`src/rtl/wish_burst_slave_if.sv`:
```
// Wishbone burst slave bus bundle: master handshake, memory-side strobes and latched access fields.
interface wish_burst_slave_if #(
  parameter int unsigned ADDRESS_LENGTH = 32,
  parameter int unsigned DATA_LENGTH    = 32
);
  localparam int unsigned SEL_WIDTH = DATA_LENGTH / 8;

  logic                      cyc;
  logic                      stb;
  logic                      we;
  logic [SEL_WIDTH-1:0]      sel;
  logic [2:0]                cti;
  logic [ADDRESS_LENGTH-1:0] ADR_I;
  logic [DATA_LENGTH-1:0]    DAT_I;
  logic [DATA_LENGTH-1:0]    DAT_mem_to_reg;
  logic                      ack;
  logic                      err;
  logic [DATA_LENGTH-1:0]    DAT_O;
  logic [ADDRESS_LENGTH-1:0] ADR_STR;
  logic [DATA_LENGTH-1:0]    DAT_STR;
  logic [SEL_WIDTH-1:0]      SEL_STR;
  logic                      read_en;
  logic                      write_en;
  logic                      busy;

  modport slave (
    input  cyc, stb, we, sel, cti, ADR_I, DAT_I, DAT_mem_to_reg,
    output ack, err, DAT_O, ADR_STR, DAT_STR, SEL_STR, read_en, write_en, busy
  );

  modport master (
    output cyc, stb, we, sel, cti, ADR_I, DAT_I, DAT_mem_to_reg,
    input  ack, err, DAT_O, ADR_STR, DAT_STR, SEL_STR, read_en, write_en, busy
  );
endinterface

```
`src/rtl/wish_burst_slave.sv`:
```
// Wishbone slave with incrementing-burst support that fronts a simple strobed memory port,
// decoding a single address window and inserting a fixed number of wait states.
module wish_burst_slave #(
  parameter int unsigned               ADDRESS_LENGTH = 32,
  parameter int unsigned               DATA_LENGTH    = 32,
  parameter logic [ADDRESS_LENGTH-1:0] BASE_ADDR      = '0,
  parameter int unsigned               ADDR_SPAN      = 4096,
  parameter int unsigned               WAIT_STATES    = 0
) (
  input logic                clk,
  input logic                reset,
  wish_burst_slave_if.slave  bus
);
  localparam int unsigned SEL_WIDTH = DATA_LENGTH / 8;
  localparam logic [ADDRESS_LENGTH:0] ADDR_LO = {1'b0, BASE_ADDR};
  localparam logic [ADDRESS_LENGTH:0] ADDR_HI = ADDR_LO + (ADDRESS_LENGTH+1)'(ADDR_SPAN);

  typedef enum logic [2:0] {IDLE, ACCESS, WAIT, RESP, ERR} state_e;

  state_e                    state_q, state_d;
  logic [ADDRESS_LENGTH-1:0] adr_q, adr_d;
  logic [DATA_LENGTH-1:0]    dat_q, dat_d;
  logic [SEL_WIDTH-1:0]      sel_q, sel_d;
  logic                      we_q, we_d;
  logic [3:0]                wcnt_q, wcnt_d;
  logic [DATA_LENGTH-1:0]    rdat_q, rdat_d;
  logic                      load_rd;
  logic [ADDRESS_LENGTH-1:0] burst_adr;

  // Extra top bit keeps the window end from wrapping when BASE_ADDR+ADDR_SPAN overflows.
  function automatic logic addr_bad(input logic [ADDRESS_LENGTH-1:0] a);
    logic [ADDRESS_LENGTH:0] ax;
    ax = {1'b0, a};
    return (ax < ADDR_LO) || (ax >= ADDR_HI) ||
           ((ax % (ADDRESS_LENGTH+1)'(SEL_WIDTH)) != '0);
  endfunction

  function automatic logic [DATA_LENGTH-1:0] mask_bytes(input logic [DATA_LENGTH-1:0] d,
                                                        input logic [SEL_WIDTH-1:0] s);
    logic [DATA_LENGTH-1:0] r;
    r = '0;
    for (int unsigned i = 0; i < SEL_WIDTH; i++) begin
      if (s[i]) r[i*8 +: 8] = d[i*8 +: 8];
    end
    return r;
  endfunction

  assign burst_adr = adr_q + ADDRESS_LENGTH'(SEL_WIDTH);

  always_comb begin
    state_d = state_q;
    adr_d   = adr_q;
    dat_d   = dat_q;
    sel_d   = sel_q;
    we_d    = we_q;
    wcnt_d  = wcnt_q;
    rdat_d  = rdat_q;
    load_rd = 1'b0;
    unique case (state_q)
      IDLE: begin
        if (bus.cyc && bus.stb) begin
          adr_d   = bus.ADR_I;
          dat_d   = bus.DAT_I;
          sel_d   = bus.sel;
          we_d    = bus.we;
          state_d = addr_bad(bus.ADR_I) ? ERR : ACCESS;
        end
      end
      ACCESS: begin
        if (!bus.cyc) begin
          state_d = IDLE;
        end else if (WAIT_STATES > 0) begin
          state_d = WAIT;
          wcnt_d  = 4'(WAIT_STATES - 1);
        end else begin
          state_d = RESP;
          load_rd = 1'b1;
        end
      end
      WAIT: begin
        if (!bus.cyc) begin
          state_d = IDLE;
          wcnt_d  = '0;
        end else if (wcnt_q == '0) begin
          state_d = RESP;
          load_rd = 1'b1;
        end else begin
          wcnt_d = wcnt_q - 4'd1;
        end
      end
      RESP: begin
        // Only an incrementing burst continues; every other cti value ends like a classic cycle.
        if (bus.cyc && bus.stb && (bus.cti == 3'b010)) begin
          adr_d   = burst_adr;
          dat_d   = bus.DAT_I;
          sel_d   = bus.sel;
          we_d    = bus.we;
          state_d = addr_bad(burst_adr) ? ERR : ACCESS;
        end else begin
          state_d = IDLE;
        end
      end
      ERR:     state_d = IDLE;
      default: state_d = IDLE;
    endcase
    if (load_rd && !we_q) rdat_d = mask_bytes(bus.DAT_mem_to_reg, sel_q);
  end

  always_ff @(posedge clk or negedge reset) begin
    if (!reset) begin
      state_q <= IDLE;
      adr_q   <= '0;
      dat_q   <= '0;
      sel_q   <= '0;
      we_q    <= 1'b0;
      wcnt_q  <= '0;
      rdat_q  <= '0;
    end else begin
      state_q <= state_d;
      adr_q   <= adr_d;
      dat_q   <= dat_d;
      sel_q   <= sel_d;
      we_q    <= we_d;
      wcnt_q  <= wcnt_d;
      rdat_q  <= rdat_d;
    end
  end

  assign bus.read_en  = (state_q == ACCESS) && !we_q;
  assign bus.write_en = (state_q == ACCESS) && we_q;
  assign bus.ack      = (state_q == RESP) && bus.cyc;
  assign bus.err      = (state_q == ERR) && bus.cyc;
  assign bus.busy     = (state_q != IDLE);
  assign bus.DAT_O    = rdat_q;
  assign bus.ADR_STR  = adr_q;
  assign bus.DAT_STR  = dat_q;
  assign bus.SEL_STR  = sel_q;
endmodule

```
`src/flat_wrapper.sv`:
```
// flat-port wrapper written by rule: the top's interface ports become plain ports
module wish_burst_slave_flat 
#(
  parameter int unsigned               ADDRESS_LENGTH = 32,
  parameter int unsigned               DATA_LENGTH    = 32,
  parameter logic [ADDRESS_LENGTH-1:0] BASE_ADDR      = '0,
  parameter int unsigned               ADDR_SPAN      = 4096,
  parameter int unsigned               WAIT_STATES    = 0
)
  (clk, reset, bus_cyc, bus_stb, bus_we, bus_sel, bus_cti, bus_ADR_I, bus_DAT_I, bus_DAT_mem_to_reg, bus_ack, bus_err, bus_DAT_O, bus_ADR_STR, bus_DAT_STR, bus_SEL_STR, bus_read_en, bus_write_en, bus_busy);
  wish_burst_slave_if #(.ADDRESS_LENGTH(ADDRESS_LENGTH), .DATA_LENGTH(DATA_LENGTH)) bus_i ();
  input logic clk;
  input logic reset;
  input wire logic [$bits(bus_i.cyc)-1:0] bus_cyc;
  input wire logic [$bits(bus_i.stb)-1:0] bus_stb;
  input wire logic [$bits(bus_i.we)-1:0] bus_we;
  input wire logic [$bits(bus_i.sel)-1:0] bus_sel;
  input wire logic [$bits(bus_i.cti)-1:0] bus_cti;
  input wire logic [$bits(bus_i.ADR_I)-1:0] bus_ADR_I;
  input wire logic [$bits(bus_i.DAT_I)-1:0] bus_DAT_I;
  input wire logic [$bits(bus_i.DAT_mem_to_reg)-1:0] bus_DAT_mem_to_reg;
  output wire logic [$bits(bus_i.ack)-1:0] bus_ack;
  output wire logic [$bits(bus_i.err)-1:0] bus_err;
  output wire logic [$bits(bus_i.DAT_O)-1:0] bus_DAT_O;
  output wire logic [$bits(bus_i.ADR_STR)-1:0] bus_ADR_STR;
  output wire logic [$bits(bus_i.DAT_STR)-1:0] bus_DAT_STR;
  output wire logic [$bits(bus_i.SEL_STR)-1:0] bus_SEL_STR;
  output wire logic [$bits(bus_i.read_en)-1:0] bus_read_en;
  output wire logic [$bits(bus_i.write_en)-1:0] bus_write_en;
  output wire logic [$bits(bus_i.busy)-1:0] bus_busy;
  assign bus_i.cyc = bus_cyc;
  assign bus_i.stb = bus_stb;
  assign bus_i.we = bus_we;
  assign bus_i.sel = bus_sel;
  assign bus_i.cti = bus_cti;
  assign bus_i.ADR_I = bus_ADR_I;
  assign bus_i.DAT_I = bus_DAT_I;
  assign bus_i.DAT_mem_to_reg = bus_DAT_mem_to_reg;
  assign bus_ack = bus_i.ack;
  assign bus_err = bus_i.err;
  assign bus_DAT_O = bus_i.DAT_O;
  assign bus_ADR_STR = bus_i.ADR_STR;
  assign bus_DAT_STR = bus_i.DAT_STR;
  assign bus_SEL_STR = bus_i.SEL_STR;
  assign bus_read_en = bus_i.read_en;
  assign bus_write_en = bus_i.write_en;
  assign bus_busy = bus_i.busy;
  wish_burst_slave #(.ADDRESS_LENGTH(ADDRESS_LENGTH), .DATA_LENGTH(DATA_LENGTH), .BASE_ADDR(BASE_ADDR), .ADDR_SPAN(ADDR_SPAN), .WAIT_STATES(WAIT_STATES)) u_core (.clk(clk), .reset(reset), .bus(bus_i));
endmodule
```
`config.mk`:
```
export PLATFORM = sky130hd
export DESIGN_NAME = wish_burst_slave_flat
export DESIGN_NICKNAME = d
export VERILOG_FILES = /design/src/rtl/wish_burst_slave_if.sv /design/src/rtl/wish_burst_slave.sv /design/src/flat_wrapper.sv
export SDC_FILE = /design/constraint.sdc
export NUM_CORES = 1
export LEC_CHECK = 0
export ABC_AREA = 1
export CAP_MARGIN = 20
export CORE_MARGIN = 1.5
export CORE_UTILIZATION = 40
export DETAILED_ROUTE_END_ITERATION = 12
export PLACE_DENSITY = 0.74
export SYNTH_ARGS = -nofsm -noshare
export SYNTH_HDL_FRONTEND = slang
export SYNTH_SLANG_ARGS = --single-unit
```
`constraint.sdc`:
```
create_clock -name clk -period 2.7 [get_ports clk]
set_input_delay 0.405 -clock clk [delete_from_list [all_inputs] [get_ports clk]]
set_output_delay 0.405 -clock clk [all_outputs]
set_load 0.03 [all_outputs]
```
Word level (Yosys, flattened, before mapping)
Cells that the tools add are included.
Widths: inputs -> output; s select.
{"block": "word_totals", "ff_bits": 108, "in_bits": 108, "out_inout_bits": 105, "elab_cells": 69}
{"block": "op_classes", "n_addsub": 2, "magnitude_cmp": 2, "n_eq_ne": 9, "n_mux": 30, "reduce_logical": 19}
{"operator": "$mux 32", "n": 4}
{"operator": "$pmux 32 s2", "n": 2}
{"operator": "$reduce_bool 33->1", "n": 2}
{"operator": "$ge 32x13->1 const B", "n": 2}
{"operator": "$add 32x3->32 const B", "n": 1}
{"operator": "$mux 8", "n": 4}
{"operator": "$mux 3", "n": 6}
{"operator": "$mux 4", "n": 4}
{"operator": "$pmux 3 s4", "n": 1}
{"operator": "$eq 3x2->1 const B", "n": 3}
{"operator": "$pmux 4 s2", "n": 1}
{"operator": "$logic_and 1x1->1", "n": 7}
{"operator": "$mux 1", "n": 5}
{"operator": "$logic_not 4->1", "n": 1}
{"operator": "$ne 2x1->1 const B", "n": 2}
{"operator": "$pmux 1 s2", "n": 2}
{"operator": "$reduce_and 2->1", "n": 2}
{"operator": "$sub 4x1->4 const B", "n": 1}
{"operator": "$eq 3x1->1 const B", "n": 1}
{"operator": "$eq 3x3->1 const B", "n": 1}
{"operator": "$logic_not 3->1", "n": 1}
{"operator": "$ne 3x2->1 const B", "n": 1}
{"operator": "$reduce_and 3->1", "n": 1}
{"operator": "$reduce_bool 3->1", "n": 1}
{"operator": "5 further kinds", "n": 6}

Logic depth before layout (Yosys ltp)
Gate-level depths: netlist of the first run.
{"block": "depth", "ltp_word": 6, "depth_mapped": 14, "ltp_nobuf": 14}

Worst setup path after synthesis of the first run
No wires, ideal clock.
{"block": "synth_timing", "kind": "register -> register", "startpoint": "register u_core.adr_q[3] (netlist: u_core.bus.ADR_STR[3])", "endpoint": "register u_core.state_q[2]", "setup_ns": 0.129, "arrival_time_ns": 1.851, "required_time_ns": 2.571, "path_slack_ns": 0.720, "path_stages_with_launch": 15, "n_path_buf": 0, "synth_period_minus_slack_ns": 1.980, "path_cell_list": "dfrtp_1 > ha_1 > nand2_2 > nor2_4 > nand2_2 > nor2_4 > nand2_1 > nand2_1 > nand2_1 > nor2_1 > nand2_1 > nor2_2 > nand3_1 > nand2_1 > a21oi_1"}
{"block": "synth_between", "elab_chain_cells": 6}
{"element": "start: declaration", "line_no": "wish_burst_slave.sv:21", "rtl": "logic [ADDRESS_LENGTH-1:0] adr_q, adr_d;"}
{"element": "start signal: assignment", "line_no": "wish_burst_slave.sv:120", "rtl": "adr_q <= adr_d;"}
{"element": "$add 32x3->32", "line_no": "wish_burst_slave.sv:48", "rtl": "assign burst_adr = adr_q + ADDRESS_LENGTH'(SEL_WIDTH);"}
{"element": "$ge 32x13->1", "line_no": "wish_burst_slave.sv:34", "rtl": "return (ax < ADDR_LO) || (ax >= ADDR_HI) ||"}
{"element": "$logic_or 1x1->1", "line_no": "wish_burst_slave.sv:34"}
{"element": "$mux 3", "line_no": "wish_burst_slave.sv:98", "rtl": "state_d = addr_bad(burst_adr) ? ERR : ACCESS;"}
{"element": "$mux 3", "line_no": "wish_burst_slave.sv:93", "rtl": "if (bus.cyc && bus.stb && (bus.cti == 3'b010)) begin"}
{"element": "$pmux 3 s4", "line_no": "wish_burst_slave.sv:59", "rtl": "unique case (state_q)"}
{"element": "end signal: assignment", "line_no": "wish_burst_slave.sv:119", "rtl": "state_q <= state_d;"}
{"element": "end: declaration", "line_no": "wish_burst_slave.sv:20", "rtl": "state_e state_q, state_d;"}
Every way passes these cells.
A chain may end at the register's enable or synchronous reset.

Worst setup path in the final report of the first run
{"block": "layout_timing", "startpoint": "input port bus_cyc", "endpoint": "output port bus_err"}
{"block": "layout_between", "elab_chain_cells": 1}
{"element": "start: declaration", "line_no": "flat_wrapper.sv:14", "rtl": "input wire logic [$bits(bus_i.cyc)-1:0] bus_cyc;"}
{"element": "$logic_and 1x1->1", "line_no": "wish_burst_slave.sv:132", "rtl": "assign bus.err = (state_q == ERR) && bus.cyc;"}
{"element": "end: declaration", "line_no": "flat_wrapper.sv:23", "rtl": "output wire logic [$bits(bus_i.err)-1:0] bus_err;"}
Every way passes these cells.

==> results of run 1 <==
==> flip-flops by register name, summed over array words and instances, names as in the netlist <==
register,count
u_core.bus.ADR_STR,32
u_core.we_q,1
u_core.bus.SEL_STR,4
u_core.bus.DAT_STR,32
u_core.state_q,3
u_core.wcnt_q,4
u_core.bus.DAT_O,32
==> through the flow <==
stage                     utilization, %  std cells  hold WS (ns)  total power (uW)  setup WS, ns
after detailed placement            58.6       1090         0.423              6430         0.241
after CTS                           61.1       1106        0.0363              7980         0.335
after global routing                61.1       1106        0.0504              8390         0.223
after global placement              58.6       1090         0.413              6410         0.307
final                               61.1       1106        0.0262              7920         0.340
after floorplan                        -        724         0.109              4800         0.720
==> synthesized netlist by cell type, types with 4 or more instances <==
| library cell | count |
|---|---|
| a21oi_1 | 34 |
| a22oi_1 | 11 |
| a31oi_1 | 4 |
| buf_2 | 10 |
| clkbuf_1 | 15 |
| dfrtp_1 | 108 |
| inv_1 | 78 |
| nand2_1 | 231 |
| nand2_2 | 4 |
| nand3_1 | 57 |
| nand3b_1 | 6 |
| nand4_1 | 6 |
| nor2_1 | 55 |
| nor2_2 | 4 |
| nor2_4 | 5 |
| nor4_1 | 7 |
| o21ai_0 | 29 |
| o21ai_1 | 23 |
| o22ai_1 | 7 |
| xor2_1 | 4 |
==> kinds of logic (layout without fill, tap and decap cells) <==
| group | count (synthesis) | count (layout) | synth area share (%) |
|---|---|---|---|
| flip-flops | 108 | 108 | 49.0 |
| buffers and inverters | 112 | 318 | 8.06 |
| XOR/XNOR | 6 | 6 | 0.953 |
| adder cells (fa/ha/maj) | 2 | 2 | 0.454 |
| AO/OA/AOI/OAI | 114 | 114 | 11.5 |
| AND/OR/NAND/NOR | 382 | 382 | 30.0 |
==> per-layer routing <==
| metal | up-vias | share of wire [%] | track usage [%] |
|---|---|---|---|
| met5 | - | 0 | 0 |
| met4 | 0 | 2.4 | 6.84 |
| met3 | 27 | 8.9 | 7.17 |
| met2 | 219 | 45 | 34.4 |
| met1 | 2433 | 43 | 29.9 |
| li1 | 2728 | - | - |
==> cell type report <==
cell class / count / share of cell area [%]
Inverter: 82 / 3.77
Tap cell: 176 / 2.70
Clock buffer: 11 / 2.85
Clock inverter: 5 / 1.32
Multi-Input combinational cell: 504 / 29.1
Sequential cell: 108 / 33.1
Timing Repair Buffer: 220 / 27.1
==> final timing paths <==
kind | from | to | slack (ns) | cells after the start
setup / recovery | bus_cyc | bus_err | 0.34 | 4
hold / removal | reset | u_core.bus.DAT_STR[2] | 0.03 | 1
setup reg to reg | u_core.state_q[2] | u_core.bus.DAT_STR[17] | 0.56 | 9
hold reg to reg | u_core.bus.DAT_STR[2] | u_core.bus.DAT_STR[2] | 0.47 | 2
max in group asynchronous | reset | u_core.bus.DAT_O[23] | 2.09 | 2
min in group clk | u_core.bus.DAT_STR[2] | u_core.bus.DAT_STR[2] | 0.47 | 2
==> report_power, final <==
part	total [uW]	internal (uW)	switching, uW
clock	1510	913	594
sequential	2720	2140	581
combinational	3690	1480	2220
==> worst max-delay path, stage by stage <==
cell,delay (ns)
clkdlybuf4s50_1,0.50
inv_1,0.10
nor4_1,0.23
clkdlybuf4s50_1,0.73
==> placed cells by master (no fill, tap or decap), types with 2 or more instances in the layout <==
| cell | count |
|---|---|
| a31oi_1 | 4 |
| clkdlybuf4s50_1 | 210 |
| nor2_2 | 4 |
| nor2_1 | 55 |
| ha_1 | 2 |
| nand3b_1 | 6 |
| nand2_2 | 5 |
| clkbuf_16 | 9 |
| nand3_1 | 57 |
| inv_1 | 78 |
| inv_2 | 3 |
| xnor2_1 | 2 |
| o22ai_1 | 7 |
| nand2_1 | 230 |
| nand4_1 | 6 |
| buf_4 | 7 |
| clkbuf_1 | 2 |
| o21ai_0 | 29 |
| or2_2 | 3 |
| a21oi_1 | 34 |
| xor2_1 | 4 |
| buf_12 | 3 |
| nor4_1 | 7 |
| dfrtp_1 | 108 |
| o21ai_1 | 23 |
| o211ai_1 | 2 |
| o21ai_2 | 2 |
| nor2_4 | 5 |
| bufinv_16 | 3 |
| a22oi_1 | 11 |
==> results.txt, run 1 <==
The critical path startpoint category is an input pin. Setup repair after global routing left no endpoint under its margin. The highest ir drop seen on vdd is 0.000528 V.

The total track usage is 22.3%. The via count of the first global-routing pass is 4986. Sequential cells were found to cover 49.0% of the synthesized design area. Yosys mapped a number of flops with a built-in enable equal to 0. The number of filler cells placed in the layout came out at 1215.

The synthesized design devotes to its leading area cell type 49.0% of total area. The cell area after placement came out at 0.00782 sq mm. The die width is 120 microns.

The share of layout cells above drive strength 1 came out at 5.38%. After layout, the worst path uses 87.4% of the clock period. The effective utilization at floorplan came out at 41.3%. The flow ran to the end, and the final reports show no timing, DRC or antenna violations. From bottom edge to top edge, the die measures 120 microns. During synthesis, Yosys emitted a total of 0 warnings.

In this run the worst path has a maximum fanout of 4. The total die area came out at 0.0145 sq mm. The DRC violation count after routing came out at 0. The number of antenna violations at the first check in global routing is 0. The tree is rooted in a clkbuf_16. At the pin with the least slew margin, the transition time is 0.737 ns. The number of buffers inserted by hold repair at cts is 0.

Data on the critical path arrives at its endpoint at 1.95 ns. The synthesized area is 0.00551 sq mm. Pin placement for this block handled 213 I/O pins. The worst hold path class is input pin to asynchronous set/reset pin. The average routed wire per standard cell is 14.5 microns. After synthesis, the share of flip-flops with an asynchronous set or reset is 100%. The shortest clock period the worst path allows after layout came out at 2.36 ns.

The iteration-0 DRC count of the detailed router is 312. The total of buffers placed on input and output ports is 212. The routability congestion estimate is 0.898. The count of final max-slew check failures is 0. Clock-pin slew was measured on the worst setup and hold paths at 0.07 ns. The final setup violation count came out at 0. The first global-routing pass estimated 25300 microns of wire. The power density over the cells is 971 mW/mm^2. The per-cell via count in the routed design is 4.89. The area of the core came out at 0.0133 sq mm. The worst clock skew came out at 0.00550 ns. The TritonCTS buffer count is 9. By area the synthesized netlist is led by dfrtp_1 49%, nand2_1 16%, inv_1 5.3%.

The mean cell area of the mapped netlist came out at 7.61 sq um. The number of sinks on the clock net is 108. The total global routing overflow came out at 0. The cell taking the most area after synthesis is dfrtp_1. Entering global routing, the biggest net connects 65 pins. The antenna diode count came out at 0.

The net count after synthesis is 834. For this block, the routed nets add up to 16000 microns of wire. Once layout is done, the placed cells without fillers occupy 0.00816 sq mm. The clock latency on the worst-skew pair came out at 0.35 ns. The final-report hold violation count is 0.

The number of vias after detailed routing came out at 5407. The final antenna-violating net count is 0. The deepest level of the CTS H-tree came out at 3. The maximum count of clock buffers along a single path came out at 2. The data required time of the critical path came out at 2.30 ns.

Compared with the post-synthesis result, the final layout area differs by 48.0%. The floorplan has 42 rows. The detailed-router iteration count before antenna repair came out at 5. In the final layout, the multi-input gates occupy 0.00237 sq mm.

The number of nets in the final layout came out at 1035. The category of the most critical setup path is input pin to output port. Among all flip-flop cells after synthesis, the most frequent one is dfrtp_1. In this run the post-CTS setup repair buffer count came out at 0. The setup TNS came out at 0 ns. The fmax came out at 424 MHz. The register bit count reported by yosys is 108. The max capacitance violation total came out at 0. After clock tree synthesis, the repair step resized 0 gates. The synthesized netlist cell count came out at 724. The relative max-transition margin came out at 50.8%. Once detailed placement completed, the half-perimeter wirelength came to 11900 microns.

TritonCTS built the clock tree. STA classifies the critical path endpoint as an output port. The register area is 0.00270 sq mm. The number of distinct library cell variants in the gate-level netlist after synthesis came out at 34. The cell leakage power came out at 0.00373 uW.
No activity file was read; power rests on OpenSTA's default activity.
==> inputs of run 2 (changes only) <==
Clock period 2.7 ns to 2.4 ns, I/O delays scaled along.
==> run 2 against run 1 <==
First-iteration DRC count is 22% higher. Worst hold slack gained 0.45 ns. Total power rose by 11%. Clock power barely moved. Register-to-register slack got worse by 0.34 ns. Design area shrank 0.11%. Count of clock-buffer cells in the layout down 1. Sequential share of layout area hardly changed. Sequential power rose by 13%. Combinational power is 14% higher. Via count rose by 1.1%. Non-clock buffer count is 4 higher.
==> results.txt, run 2 (synthesis results as in run 1) <==
Status: finished, final reports clean (unchanged). The DRC violation count after routing came to 0 (unchanged). The cell leakage power is 0.00374 uW (was 0.00373 uW).

The average routed wire per standard cell came out at 14.8 microns (was 14.5 microns). The number of sinks on the clock net is 108 (unchanged). The total die area is 0.0145 sq mm (unchanged). The category of the most critical setup path is input pin to output port (unchanged).

The critical path startpoint category is an input pin (unchanged). The cell chosen for the clock root is clkbuf_16 (unchanged). The total power consumption of the routed design was 8780 uW (was 7920 uW).

Worst path cell trace: clkdlybuf4s50_1, inv_1, nor4_1, clkdlybuf4s50_1 (unchanged). The shortest clock period the worst path allows after layout is 2.27 ns. The slowest library cell on the worst path is clkdlybuf4s50_1 (unchanged). The first-pass GRT wire length was 25900 microns (was 25300 microns). The highest ir drop seen on vdd came out at 0.000650 V (was 0.000528 V). The slew at the pin closest to its max-slew limit came out at 0.604 ns (was 0.737 ns). The largest fanout of any net on the critical path was 4 (unchanged).

The effective utilization at floorplan is 41.3% (unchanged). The number of buffers inserted by hold repair at cts came out at 1 (was 0). The area of the core came out at 0.0133 sq mm (unchanged). The maximum count of clock buffers along a single path is 2 (unchanged). The most common cell after layout, fill and taps aside was nand2_1 (unchanged). The via count of the first global-routing pass came out at 5124 (was 4986). The cell area after placement came out at 0.00784 sq mm (was 0.00782 sq mm).

The largest incremental delay on the critical path came out at 0.73 ns (about the same). The number of ports placed on the die boundary is 213 (unchanged). The clock power share is 17.3% (was 19.0%).

The per-cell via count in the routed design was 4.92 (was 4.89). The data required time of the critical path is 2.04 ns (was 2.30 ns). The growth of design area from synthesis to finish is 47.9% (was 48.0%). The iteration-0 DRC count of the detailed router came out at 380 (was 312). The total global routing overflow was 0 (unchanged). The pin count of the biggest net entering global routing is 65 (unchanged). The clock transition time at the flip-flop clock pins of the worst setup and hold paths is 0.07 ns (about the same). The logic gate share of total power is 47.7% (was 46.6%). The TritonCTS buffer count came to 9 (unchanged).

The number of vias after detailed routing was 5464 (was 5407). The net switching power figure came out at 3870 uW (was 3390 uW). The relative max-transition margin is 59.7% (was 50.8%). Unrepaired setup endpoints after global routing: no (unchanged). The total of buffers placed on input and output ports came out at 212 (unchanged).

The detailed-router iteration count before antenna repair is 5 (unchanged). The max capacitance violation total is 0 (unchanged). Commonest cells after routing, fill and taps aside: 230 x nand2_1, 210 x clkdlybuf4s50_1, 108 x dfrtp_1 (unchanged). The number of antenna violations at the first check in global routing was 0 (unchanged). The final period utilization came out at 94.6%. The worst hold path class is flop to flop (was input pin to asynchronous set/reset pin). The number of core rows is 42 (unchanged). The total routed wirelength was 16400 microns (was 16000 microns).

The routability congestion estimate came out at 0.930 (was 0.898). The number of nets in the final layout came to 1039 (was 1035). The endpoint type of the worst setup path was an output port (unchanged). The cell area after layout came out at 0.00815 sq mm (was 0.00816 sq mm). The final setup violation count came out at 0 (unchanged). The die width is 120 microns (unchanged). The deepest level of the CTS H-tree came to 3 (unchanged). The share of the core filled with cells came out at 61.1% (about the same). The register share of total power came out at 35.0% (was 34.3%). The share of layout cells above drive strength 1 is 5.78% (was 5.38%). The number of post-CTS setup repair buffers is 0 (unchanged). The internal power component is 4910 uW (was 4530 uW). The critical path arrival came to 1.91 ns (was 1.95 ns).

The smallest hold slack is 0.475 ns (was 0.0262 ns). The switching share of power is 44.1% (was 42.8%). The height of the die was 120 microns (unchanged). The placed wire-length estimate after detailed placement is 12300 microns (was 11900 microns).

The total track usage was 22.7% (was 22.3%). The power density over the cells is 1080 mW/mm^2 (was 971 mW/mm^2). The most prevalent standard cell on the critical path is clkdlybuf4s50_1 (unchanged).

The setup TNS is 0 ns (unchanged). The clock tree from TritonCTS is done (unchanged). The count of final max-slew check failures is 0 (unchanged). The post-CTS resize count came to 0 (unchanged).

The final-report hold violation count came to 0 (unchanged). The final antenna-violating net count is 0 (unchanged). The fmax is 441 MHz. The antenna diode count came out at 0 (unchanged). The worst clock skew came out at 0.00496 ns (was 0.00550 ns). The clock latency on the worst-skew pair came to 0.35 ns (about the same).
-- run 2: cell types whose count changed in the layout (fill, tap and decap cells not counted), sizes merged --
cell	delta
buf	+3
bufinv	-2
clkbuf	-1
clkinv	+1
dlygate4sd3	+1
inv	+2
-- run 2: final timing paths --
| path | startpoint | end | slack [ns] | depth (start not counted) |
|---|---|---|---|---|
| setup / recovery | bus_cyc | bus_err | 0.13 | 4 |
| hold / removal | u_core.bus.DAT_STR[23] | u_core.bus.DAT_STR[23] | 0.47 | 2 |
| setup reg to reg | u_core.bus.ADR_STR[3] | u_core.state_q[2] | 0.22 | 14 |
| hold reg to reg | u_core.bus.DAT_STR[23] | u_core.bus.DAT_STR[23] | 0.47 | 2 |
| max in group asynchronous | reset | u_core.we_q | 1.23 | 3 |
| min in group asynchronous | reset | u_core.bus.ADR_STR[24] | 0.49 | 2 |
-- run 2: metrics by stage --
step / cells / setup WS [ns]
finish: 1110 / 0.131
global route: 1110 / 0.0495
CTS: 1110 / 0.131
detailed placement: 1093 / 0.126
global placement: 1093 / 0.164
floorplan: 724 / 0.420
-- run 2: critical path: cells and delay by family --
kind | cells | cell delay, ns
buffers and inverters | 3 | 1.33
AND/OR/NAND/NOR | 1 | 0.22
-- run 2: cell type report --
class                           instances  area, sq um
Clock buffer                           10          229
Inverter                               82          308
Clock inverter                          6         70.1
Sequential cell                       108         2700
Tap cell                              176          220
Fill cell                            1204         5200
Multi-Input combinational cell        504         2370
Timing Repair Buffer                  224         2250
-- run 2: power by group through the flow --
| stage | Sequential (uW) | Clock (uW) | Combinational, uW |
|---|---|---|---|
| after CTS | 3060 | 1570 | 4210 |
| after floorplan | 4010 | 0 | 1390 |
| after detailed placement | 3070 | 0 | 4200 |
| after global placement | 3070 | 0 | 4150 |
| after global routing | 3160 | 1630 | 4520 |
| final | 3070 | 1520 | 4190 |
-- run 2: layer usage --
metal / vias up / global-route usage (%) / routed length, microns / share of wire (%)
met2: 227 / 36.1 / 7660 / 47
met5: - / 0 / 0 / 0
met3: 21 / 5.00 / 1270 / 7.8
li1: 2738 / - / - / -
met4: 0 / 7.79 / 313 / 1.9
met1: 2478 / 30.7 / 7170 / 44
==> inputs of run 3 (changes only) <==
Settings changed: ABC_AREA 1 to default, CORE_MARGIN 1.5 to default.
==> run 3 against run 2 <==
Critical path type is now flop to flop. First-iteration DRC count increased by 6.8%. Critical endpoint is now u_core.state_q[2]. Sequential share of layout area is 0.94 points lower. Non-clock buffer count is 43 higher. Flip-flop and latch count stayed put. Register-to-register slack got worse by 0.22 ns. Utilization up 2.8 points. Highest routed layer unchanged. Final cell count decreased by 3.2%. The flow now finishes with violations (setup timing). Worst setup slack got worse by 0.13 ns. Global-route usage is 1.5 points higher. Clock power shrank 5%. Synthesized cell count down 9.3%.
==> results.txt, run 3 <==
The height of the die came out at 119 microns (was 120 microns). The total of buffers placed on input and output ports came out at 212 (unchanged). The cell leakage power is 0.00359 uW (was 0.00374 uW). The count of yosys warnings during synthesis is 0 (unchanged).

The async set-or-reset flop fraction in the synthesized netlist is 100% (unchanged). The final antenna-violating net count came out at 0 (unchanged). The register area came out at 0.00272 sq mm (was 0.00270 sq mm).

Leading post-synthesis cells by cell area: dfrtp_1 50%, nand2_1 15%, o21ai_0 5.3% (was dfrtp_1 49%, nand2_1 16%, inv_1 5.3%). The number of vias after detailed routing came out at 5616 (was 5464). The area of the core came out at 0.0132 sq mm (was 0.0133 sq mm).

The final setup violation count was 1 (was 0). The effective utilization at floorplan is 41.0% (was 41.3%). The buffering stage count on the worst path with inverters included was 0 (was 3). The total routed wirelength came to 16900 microns (was 16400 microns).

The TritonCTS buffer count came out at 9 (unchanged). The number of sinks on the clock net came out at 108 (unchanged). The total track usage is 24.3% (was 22.7%). The clock latency on the worst-skew pair was 0.35 ns (about the same). Unrepaired setup endpoints after global routing: yes (was no). The minimum setup slack in the final design is -0.00303 ns (was 0.131 ns). The worst clock skew came out at 0.00587 ns (was 0.00496 ns). The most common cell after layout, fill and taps aside is nand2_1 (unchanged).

The worst hold path class was flop to flop (unchanged). The area used by multi-input combinational logic came out at 0.00258 sq mm (was 0.00237 sq mm). The number of antenna violations at the first check in global routing is 0 (unchanged).

The data required time of the critical path is 2.64 ns (was 2.04 ns). The area share of the largest cell type after synthesis is 49.8% (was 49.0%). The total die area came out at 0.0140 sq mm (was 0.0145 sq mm).

The category of the most critical setup path is flop to flop (was input pin to output port). The part of the Yosys area used for sequential elements is 49.8% (was 49.0%). The shortest clock period the worst path allows after layout came out at 2.40 ns (was 2.27 ns). The deepest level of the CTS H-tree came out at 3 (unchanged). The endpoint type of the worst setup path is a flop (was output port). The first-pass GRT wire length came out at 27000 microns (was 25900 microns). The max capacitance violation total is 0 (unchanged). The most frequently used flop master after synthesis is dfrtp_1 (unchanged).

The number of ports placed on the die boundary is 213 (unchanged). The number of enable-type register cells in the synthesized netlist was 0 (unchanged). The smallest hold slack is 0.469 ns (was 0.475 ns). The number of nets in the final layout came out at 1003 (was 1039). The slowest library cell on the worst path is or4_4 (was clkdlybuf4s50_1).

The total global routing overflow came out at 0 (unchanged). The largest incremental delay on the critical path is 0.45 ns (was 0.73 ns). The final period utilization came out at 100% (was 94.6%). The highest ir drop seen on vdd is 0.000351 V (was 0.000650 V). The fmax is 416 MHz (was 441 MHz). The critical path arrival is 2.64 ns (was 1.91 ns). The placed wire-length estimate after detailed placement is 12400 microns (was 12300 microns). The clock tree from TritonCTS was done (unchanged).

The pin count of the biggest net entering global routing came out at 65 (unchanged). The count of final max-slew check failures is 0 (unchanged). The maximum count of clock buffers along a single path came out at 2 (unchanged). The cell chosen for the clock root is clkbuf_16 (unchanged). The critical path startpoint category is a flop (was input pin).

The worst slack at placement came to -0.137 ns (was 0.126 ns). The share of the core filled with cells is 63.8% (was 61.1%). The growth of design area from synthesis to finish is 55.7% (was 47.9%).

The detailed-router iteration count before antenna repair is 5 (unchanged). The register bit count reported by yosys came out at 108 (unchanged). The iteration-0 DRC count of the detailed router was 406 (was 380). The clock transition time at the flip-flop clock pins of the worst setup and hold paths is 0.08 ns (was 0.07 ns). The largest fanout of any net on the critical path came to 4 (unchanged). The power density over the cells is 651 mW/mm^2 (was 1080 mW/mm^2). The via count of the first global-routing pass came out at 5415 (was 5124). The cell with the most instances after synthesis is nand2_1 (unchanged). The synthesized netlist cell count came out at 657 (was 724). Status: finished with violations (was finished, final reports clean). The DRC violation count after routing is 0 (unchanged). Commonest cells after routing, fill and taps aside: 223 x nand2_1, 210 x clkdlybuf4s50_1, 91 x dfrtp_1 (was 230 x nand2_1, 210 x clkdlybuf4s50_1, 108 x dfrtp_1). The net count after synthesis came out at 767 (was 834).

The share of layout cells above drive strength 1 is 12.6% (was 5.78%). The checks that failed: setup timing. The final-report hold violation count came out at 0 (unchanged). The antenna diode count came out at 0 (unchanged).

The slew at the pin closest to its max-slew limit came out at 0.783 ns (was 0.604 ns). The mean cell area of the mapped netlist came out at 8.27 sq um (was 7.61 sq um). The synthesized area came out at 0.00543 sq mm (was 0.00551 sq mm). The cell taking the most area after synthesis is dfrtp_1 (unchanged). The number of filler cells placed in the layout is 1149 (was 1204). The die width is 119 microns (was 120 microns). Most instantiated cells after synthesis: 223 x nand2_1, 108 x dfrtp_1, 57 x o21ai_0 (was 231 x nand2_1, 108 x dfrtp_1, 78 x inv_1). The routability congestion estimate is 0.943 (was 0.930). The number of core rows came out at 42 (unchanged). The number of distinct library cell variants in the gate-level netlist after synthesis is 58 (was 34).

The family of cells with the greatest summed delay on the critical path was simple AND/OR/NAND/NOR gates (was buffers and inverters). The per-cell via count in the routed design is 5.23 (was 4.92). The relative max-transition margin came out at 47.6% (was 59.7%).

The average routed wire per standard cell came out at 15.7 microns (was 14.8 microns). Worst path cell trace: ha_4, nand3_1, or4_4, xnor2_1, a2111o_1, nor4_4, nand4_1, o31a_1 (was clkdlybuf4s50_1, inv_1, nor4_1, clkdlybuf4s50_1).
run 3: cell count changes in the layout (fill, tap and decap cells not counted), moves of 7 or more:
cell / previous run / this run
dfrtp_1: 108 / 91
nor2_1: 55 / 34
dfrtp_2: 0 / 17
o22ai_1: 7 / 15
o21ai_0: 29 / 57
nor3_1: 0 / 8
o21ai_1: 23 / 0
nand3_1: 57 / 18
nand2_1: 230 / 223
a21oi_1: 34 / 51
a22oi_1: 11 / 4
inv_1: 78 / 8
buf_4: 10 / 50
run 3: cells by family (layout without fill, tap and decap cells):
group | count (synthesis) | in the layout | synth area share (%)
AO/OA/AOI/OAI | 150 | 150 | 15.6
XOR/XNOR | 9 | 9 | 1.45
adder cells (fa/ha/maj) | 3 | 3 | 0.645
buffers and inverters | 50 | 291 | 4.19
flip-flops | 108 | 108 | 49.8
multiplexers | 2 | 2 | 0.415
AND/OR/NAND/NOR | 335 | 335 | 27.9
run 3: through the flow:
step	TNS [ns]	cells	cell area (sq um)	total power, uW
floorplan	-0.106	657	5480	3140
global placement	-0.0386	1052	8080	4020
detailed placement	-0.146	1052	8080	4060
CTS	0	1069	8380	5520
global route	-0.155	1074	8450	5760
finish	-0.00303	1074	8450	5500
run 3: layer usage:
layer / vias to the layer above / track usage [%] / wire length (microns)
met4: 0 / 8.78 / 333
met1: 2671 / 31.0 / 7030
met2: 218 / 41.4 / 8480
li1: 2706 / - / -
met5: - / 0 / 0
met3: 21 / 3.96 / 1070
run 3: area by class of cell:
type	instances	share of cell area (%)
timing repair buffer	267	30.8
inverter	8	0.355
clock inverter	5	0.533
tap	176	2.61
multi-input combinational	499	30.6
clock buffer	11	2.87
sequential	108	32.2
run 3: report_power, final:
group / switching, uW / internal, uW / total [uW]
combinational: 964 / 812 / 1780
sequential: 235 / 2040 / 2280
clock: 703 / 749 / 1450
run 3: worst register-to-register path, delay by kind of cell, from the launching register on:
family	cells	cell delay, ns
and+or+nand+nor	4	0.97
AOI/OAI and AO/OA	2	0.60
DFF	1	0.42
adders and majority gates	1	0.16
xor gates and xnor gates	1	0.15
run 3: worst paths after layout:
kind	start	end	slack, ns	depth (start not counted)
hold reg to reg	u_core.bus.DAT_STR[26]	u_core.bus.DAT_STR[26]	0.47	2
max in group asynchronous	reset	u_core.bus.SEL_STR[2]	1.22	3
hold / removal	u_core.bus.DAT_STR[26]	u_core.bus.DAT_STR[26]	0.47	2
min in group asynchronous	reset	u_core.bus.ADR_STR[10]	0.54	2
setup / recovery	u_core.bus.ADR_STR[2]	u_core.state_q[2]	-0.003	8
setup reg to reg	u_core.bus.ADR_STR[2]	u_core.state_q[2]	-0.003	8
run 3: what timing repair did:
| action | in CTS | in global routing |
|---|---|---|
| hold endpoints to repair | 14 | 0 |
| setup endpoints to repair | 2 | 3 |
| hold buffers | 1 | 0 |
| setup buffers | 0 | 5 |
| pin swaps | 0 | 3 |
| resized for setup | 1 | 5 |
